$ cat src/rtl/cpu_pkg.sv
// Shared pipeline stage structs and their packed widths.
// Each stage register is an instance of pipe_stage_reg sized from these constants.
package cpu_pkg;

  // IF/ID: fetched instruction and its address
  typedef struct packed {
    logic [31:0] pc;
    logic [31:0] instr;
  } if_id_data_t;

  typedef struct packed {
    logic predicted_taken;
  } if_id_control_t;

  // ID/EX: decoded operands heading into the ALU
  typedef struct packed {
    logic [31:0] pc;
    logic [31:0] rs1_value;
    logic [31:0] rs2_value;
    logic [31:0] imm;
    logic [4:0]  rs1;
    logic [4:0]  rs2;
    logic [4:0]  rd;
    logic [2:0]  funct3;
  } id_ex_data_t;

  typedef struct packed {
    logic       reg_write;
    logic       mem_write;
    logic       mem_read;
    logic       mem_to_reg;
    logic       branch;
    logic       jump;
    logic       alu_src;
    logic [3:0] alu_op;
  } id_ex_control_t;

  // EX/MEM: ALU result plus store data (107 bits)
  typedef struct packed {
    logic [31:0] ALU_result;
    logic [31:0] write_data;
    logic [31:0] pc_plus4;
    logic [4:0]  rd;
    logic [4:0]  rs2;
    logic        zero;
  } ex_mem_data_t;

  typedef struct packed {
    logic reg_write;
    logic mem_write;
    logic mem_read;
    logic mem_to_reg;
    logic branch;
    logic jump;
  } ex_mem_control_t;

  // MEM/WB: value to be written back
  typedef struct packed {
    logic [31:0] ALU_result;
    logic [31:0] read_data;
    logic [31:0] pc_plus4;
    logic [4:0]  rd;
  } mem_wb_data_t;

  typedef struct packed {
    logic reg_write;
    logic mem_to_reg;
    logic jump;
  } mem_wb_control_t;

  // Per-stage parameter sets for pipe_stage_reg instances
  localparam int IF_ID_DATA_W  = $bits(if_id_data_t);
  localparam int IF_ID_CTRL_W  = $bits(if_id_control_t);
  localparam int ID_EX_DATA_W  = $bits(id_ex_data_t);
  localparam int ID_EX_CTRL_W  = $bits(id_ex_control_t);
  localparam int EX_MEM_DATA_W = $bits(ex_mem_data_t);
  localparam int EX_MEM_CTRL_W = $bits(ex_mem_control_t);
  localparam int MEM_WB_DATA_W = $bits(mem_wb_data_t);
  localparam int MEM_WB_CTRL_W = $bits(mem_wb_control_t);

  localparam int PERF_CNT_W    = 16;

endpackage

$ cat src/rtl/pipe_stage_reg_sat_counter.sv
// Saturating up-counter used for the stage's stall and bubble statistics.
// It sticks at all-ones instead of wrapping; only reset brings it back to zero.
module sat_counter #(
  parameter int CNT_W = 16
) (
  input  logic             clock,
  input  logic             reset,
  input  logic             inc,
  output logic [CNT_W-1:0] count
);

  localparam logic [CNT_W-1:0] CountMax = {CNT_W{1'b1}};
  localparam logic [CNT_W-1:0] CountOne = {{(CNT_W-1){1'b0}}, 1'b1};

  // Count one event per cycle, holding once the maximum value is reached
  always_ff @(posedge clock) begin
    if (!reset) begin
      count <= '0;
    end else if (inc && (count != CountMax)) begin
      count <= count + CountOne;
    end
  end

endmodule

$ cat src/rtl/pipe_stage_reg.sv
// Generic pipeline stage register with valid/ready handshake.
// A main entry drives the outputs; a one-entry skid catches the beat that arrives
// in the cycle downstream stalls, so in_ready can be a plain register.
module pipe_stage_reg
  import cpu_pkg::*;
#(
  parameter int DATA_W = EX_MEM_DATA_W,
  parameter int CTRL_W = EX_MEM_CTRL_W,
  parameter int CNT_W  = PERF_CNT_W
) (
  input  logic              clock,
  input  logic              reset,
  input  logic              in_valid,
  output logic              in_ready,
  input  logic [DATA_W-1:0] in_data,
  input  logic [CTRL_W-1:0] in_ctrl,
  input  logic              flush,
  output logic              out_valid,
  input  logic              out_ready,
  output logic [DATA_W-1:0] out_data,
  output logic [CTRL_W-1:0] out_ctrl,
  output logic [CNT_W-1:0]  stall_count,
  output logic [CNT_W-1:0]  bubble_count
);

  logic              mainValid;
  logic [DATA_W-1:0] mainData;
  logic [CTRL_W-1:0] mainCtrl;
  logic              skidValid;
  logic [DATA_W-1:0] skidData;
  logic [CTRL_W-1:0] skidCtrl;

  logic inFire;
  logic outFire;
  logic mainFree;

  // The skid flag is itself a flop, so in_ready never depends on out_ready
  assign in_ready  = !skidValid;
  assign inFire    = in_valid && in_ready;
  assign outFire   = mainValid && out_ready;
  assign mainFree  = !mainValid || outFire;

  assign out_valid = mainValid;
  assign out_data  = mainData;
  assign out_ctrl  = mainValid ? mainCtrl : '0;

  // Main/skid entry update: skid always drains into main before new input is taken
  always_ff @(posedge clock) begin
    if (!reset) begin
      mainValid <= 1'b0;
      mainData  <= '0;
      mainCtrl  <= '0;
      skidValid <= 1'b0;
      skidData  <= '0;
      skidCtrl  <= '0;
    end else if (flush) begin
      mainValid <= 1'b0;
      mainCtrl  <= '0;
      skidValid <= 1'b0;
      skidCtrl  <= '0;
    end else if (mainFree) begin
      if (skidValid) begin
        mainValid <= 1'b1;
        mainData  <= skidData;
        mainCtrl  <= skidCtrl;
        skidValid <= inFire;
        if (inFire) begin
          skidData <= in_data;
          skidCtrl <= in_ctrl;
        end
      end else begin
        mainValid <= inFire;
        if (inFire) begin
          mainData <= in_data;
          mainCtrl <= in_ctrl;
        end
      end
    end else if (inFire) begin
      skidValid <= 1'b1;
      skidData  <= in_data;
      skidCtrl  <= in_ctrl;
    end
  end

  sat_counter #(
    .CNT_W (CNT_W)
  ) u_stall_counter (
    .clock (clock),
    .reset (reset),
    .inc   (mainValid && !out_ready),
    .count (stall_count)
  );

  sat_counter #(
    .CNT_W (CNT_W)
  ) u_bubble_counter (
    .clock (clock),
    .reset (reset),
    .inc   (!mainValid && out_ready),
    .count (bubble_count)
  );

endmodule
$ cat config.mk
export PLATFORM = sky130hd
export DESIGN_NAME = pipe_stage_reg
export DESIGN_NICKNAME = d
export VERILOG_FILES = /design/src/rtl/cpu_pkg.sv /design/src/rtl/pipe_stage_reg_sat_counter.sv /design/src/rtl/pipe_stage_reg.sv
export SDC_FILE = /design/constraint.sdc
export NUM_CORES = 1
export LEC_CHECK = 0
export CAP_MARGIN = 20
export CORE_ASPECT_RATIO = 1.75
export CORE_UTILIZATION = 44
export DETAILED_ROUTE_END_ITERATION = 8
export GPL_TIMING_DRIVEN = 0
export PLACE_DENSITY_LB_ADDON = 0.15
export RECOVER_POWER = 25
export SLEW_MARGIN = 20
export SYNTH_ARGS = -nofsm -noshare
export SYNTH_HDL_FRONTEND = slang
export SYNTH_SLANG_ARGS = --single-unit
$ cat constraint.sdc
create_clock -name clock -period 1.9 [get_ports clock]
set_clock_uncertainty 0.1 [all_clocks]
set_input_delay 0.19 -clock clock [delete_from_list [all_inputs] [get_ports clock]]
set_output_delay 0.19 -clock clock [all_outputs]
set_load 0.02 [all_outputs]
# Word level (Yosys, flattened, before mapping)
# Cells that the tools add are included.
[op_classes]
add_sub_neg = 2
n_eq_ne = 3
n_mux = 15
n_bitwise = 2
n_reduce_logical = 16
[ops]
columns = ["op", "n"]
rows = [
  ["107-bit two-way mux", 5],
  ["6-bit two-way mux", 6],
  ["16-bit by 1-bit adder with 16-bit output, second input constant", 2],
  ["16-bit inequality test, second input constant", 2],
  ["1-bit logical AND", 6],
  ["1-bit two-way mux", 4],
  ["2-bit AND reduction", 2],
  ["2-bit nonzero test", 2],
  ["1-bit zero test", 3],
  ["3-bit AND reduction", 1],
  ["2-bit inequality test, second input constant", 1],
  ["1-bit NOT", 2],
  ["2-bit OR reduction", 1],
  ["1-bit logical OR", 1],
]
[word_totals]
register_bits = 260
out_inout_bits = 147
word_cells = 46

# Logic depth before layout (Yosys ltp)
[depth]
depth_word = 5
mapped_depth = 9
depth_no_buf = 5

# Hierarchy
# A second synthesis with hierarchy kept.
[unflattened]
hier_cells = 1310
hier_area_um2 = 12004.0
[modules_own_cells]
columns = ["module", "n_inst", "cells_each", "area_per_inst_um2", "seq_area_each_um2"]
rows = [
  ["pipe_stage_reg", 1, 1116, 10329.9, 4564.4],
  ["sat_counter", 2, 97, 837.1, 320.3],
]

# Worst setup path before layout
# Ideal clock, no wire load.
[synth_path]
kind = "reg-to-reg"
startpoint = "register u_bubble_counter.count[0]"
endpoint = "register u_bubble_counter.count[1]"
setup_ns = 0.128
arrival_time_ns = 1.711
setup_slack_ns = -0.038
path_stages_with_launch = 6
n_path_buf = 0
synth_period_minus_slack_ns = 1.938
cell_sequence = "dfxtp_1 -> ha_1 -> nand4_1 -> o41ai_4 -> mux2i_1 -> nor2_1"
[synth_between]
elab_chain_cells = 2
[synth_rtl]
columns = ["item", "line_no", "source"]
rows = [
  ["from (decl)", "pipe_stage_reg_sat_counter.sv:9", "output logic [CNT_W-1:0] count"],
  ["from (signal assigned)", "pipe_stage_reg_sat_counter.sv:20", "count <= count + CountOne;"],
  ["branches (longest 2 deep; another with 16-bit by 1-bit adder with 16-bit output)", "n/a", ""],
]
# Parallel ways; which one is timed is not known.
# A chain may end at the register's enable or synchronous reset.

# Worst setup path in the final report
[layout_path]
startpoint = "register u_bubble_counter.count[14]"
endpoint = "output port bubble_count[14]"
[layout_lines]
columns = ["item", "line_no", "source"]
rows = [
  ["to (decl)", "pipe_stage_reg.sv:23", "output logic [CNT_W-1:0] bubble_count"],
]
# No word-level cell between the ends.

==> results.toml <==
[outcome]
status = "finished clean"

[routing]
ant_nets = 0
drtIter0Drc = 443
routed_wl_um = 30900
drc_errors = 0
vias = 9751
viasPerCell = 5.33
dr.pass1.iters = 4
wl_per_cell_um = 16.9

[synth]
synth_largest_area_cell = "dfxtp_1"
synth_warnings = 0
synthTopCellsByArea = "dfxtp_1, mux2i_1, a211oi_1"
synthesis.nets = 1316
syn-cell-area_um2 = 10500
yosysUniqueCellTypes = 42
synth_ff_type = "dfxtp_1"
syn_area_per_cell_um2 = 8.77
synth_edf_count = 0
ys_ff_latch = 260
syn_inst = 1196
yosysTopAreaCellShare_pct = 49.6
ys_async_sr_fraction_pct = 0
yosysSeqAreaShare_pct = 49.6

[floorplanning]
die_h_um = 206
dieWidth_um = 119
ios = 265
die_area_um2 = 24500
initial_core_util_pct = 45.0
core_area_um2 = 23300
rows = 74

[sta]
fin_crit_ns = 1.87
setup_viol = 0
finalHoldViolations = 0
max_freq_ghz = 0.534
fin_crit_sh_pct = 98.6
slew-limit-headroom_pct = 43.9
worst_pin_slew_ns = 0.841
timing.final.max_slew_violations = 0
rsz0062_at_grt = "yes"
tns_ns = 0

[run]
cap_violations = 0

[worst_setup_path]
path_delay_family = "buffers and inverters"
worst-path-buf-inv = 1
crit_path_top_delay_cell = "clkdlybuf4s50_1"
cp-start-kind = "flip-flop"
slowest_delay_ns = 0.64
crit_arrival_ns = 1.58
path_cells = "clkdlybuf4s50_1"
cp-end-kind = "primary output"
path_class = "flip-flop to primary output"
r2r_slack_ns = 0.03
required_ns = 1.61
cp_max_fo = 5

[cells_and_area]
drive_above_1_share_pct = 9.91
final_util_pct = 63.4
nFillCells = 2061
fin_nets = 1625
instances_no_fill = 1829
mostFrequentLayoutCell = "dfxtp_1"
area.growth.synth_to_final_pct = 41.1
final_cell_mix = "dfxtp_1, clkdlybuf4s50_1, nand2_1"
fin_area_um2 = 14800

[hold_path]
hp-class = "input pin to flip-flop"

[cts]
cts_max_path_buffers = 3
path_clk_slew_ns = 0.06
numCtsBuffers = 25
h-tree-depth = 1
ctsRootBufferMaster = "clkbuf_16"
cts.sinks = 260
clock_latency_ns = 0.52
cts_tree = "yes"

[grt]
grt_max_degree = 15
grt_use_total_pct = 24.5
grt.overflow.total = 0
grt_pass1_wl_um = 48000
grt_antenna_before_repair = 1
grt_pass1_vias = 9493

[place]
place_area_um2 = 13500
io_buffers = 264
gp_congestion = 0.838
placed_cells = 1764
place_hpwl_um = 22700

[power_and_ir_drop]
leakage_nw = 5.16
p_per_area_nw_per_um2 = 827
peakVddDrop_uv = 799
## metal layers
metal	GRT usage [%]	wire length (um)
met4	11.8	1280
met2	47.6	16600
met3	5.10	1760
met5	0	0
met1	24.5	11300
## layout make-up
class / instances / area [um2] / area share (%)
Antenna cell: 1 / 2.50 / 0.0169
Buffer: 91 / 557 / 3.76
Clock buffer: 39 / 748 / 5.05
Clock inverter: 7 / 75.1 / 0.507
Inverter: 6 / 22.5 / 0.152
Multi-Input combinational cell: 837 / 4960 / 33.5
Sequential cell: 260 / 5220 / 35.3
Tap cell: 304 / 380 / 2.57
Timing Repair Buffer: 284 / 2830 / 19.1
## synth_stat cells (all sizes together) (2+ instances only)
library cell and number:
and3 3, o21ai 8, nand2 227, a31oi 2
xor2 2, mux2i 124, nor2 131, dfxtp 260
clkbuf 55, and2 8, buf 38, o41ai 2
a21oi 126, nand2b 9, nor4 5, ha 2
nand3 11, o211ai 2, or3 6, nand4 11
o31ai 11, nor3 10, or4 10, a211oi 114
inv 6, nor2b 3
## repair_timing
action / CTS / global route
hold endpoints to repair: 0 / 0
setup endpoints to repair: 248 / 214
pin swaps: 5 / 6
resized for setup: 79 / 66
setup buffers: 9 / 10
gates cloned: 0 / 1
hold buffers: 0 / 0
## worst reg2reg max path, cell delays in order (launching register included)
cell and delay, ns:
dfxtp_2 0.34, nand4b_1 0.24, or4_4 0.57, or4_1 0.41, a21oi_1 0.14
## through the flow
step | setup WS, ns | hold WS [ns] | power, W
final | 0.0257 | 0.145 | 0.0122
after global routing | -0.0584 | 0.141 | 0.0127
after CTS | -0.0977 | 0.125 | 0.0123
after detailed placement | -1.17 | 0.346 | 0.00734
after global placement | -1.10 | 0.341 | 0.00733
after floorplan | 0.0122 | 0.226 | 0.00653
## power breakdown
part	internal [W]	leakage [nW]	switching (W)
combinational	0.000727	2.63	0.000768
sequential	0.00564	2.12	0.000121
clock	0.00286	0.408	0.00212
## sequential cells by signal, indices dropped and copies added, names as in the netlist
name                    count
out_data                  107
skidData                  107
u_bubble_counter.count     16
u_stall_counter.count      16
mainCtrl                    6
skidCtrl                    6
out_valid                   1
skidValid                   1
## final timing paths
path,from,end,cells past startpoint
hold reg to reg,skidData[8],skidData[8],2
setup reg to reg,out_valid,u_bubble_counter.count[15],4
setup / recovery,u_bubble_counter.count[14],bubble_count[14],1
hold / removal,in_data[40],skidData[40],3
## cells by family (layout without fill, tap and decap cells)
group / after synthesis / in the layout / share of synthesized area, %
compound gates: 268 / 268 / 16.2
fa+ha+maj: 2 / 2 / 0.238
xor+xnor: 2 / 2 / 0.167
other cells: 0 / 1 / 0
buf+inv: 99 / 427 / 4.04
flops: 260 / 260 / 49.6
simple gates: 441 / 441 / 17.9
mux: 124 / 124 / 11.8
(Power assumes the default switching activity.)
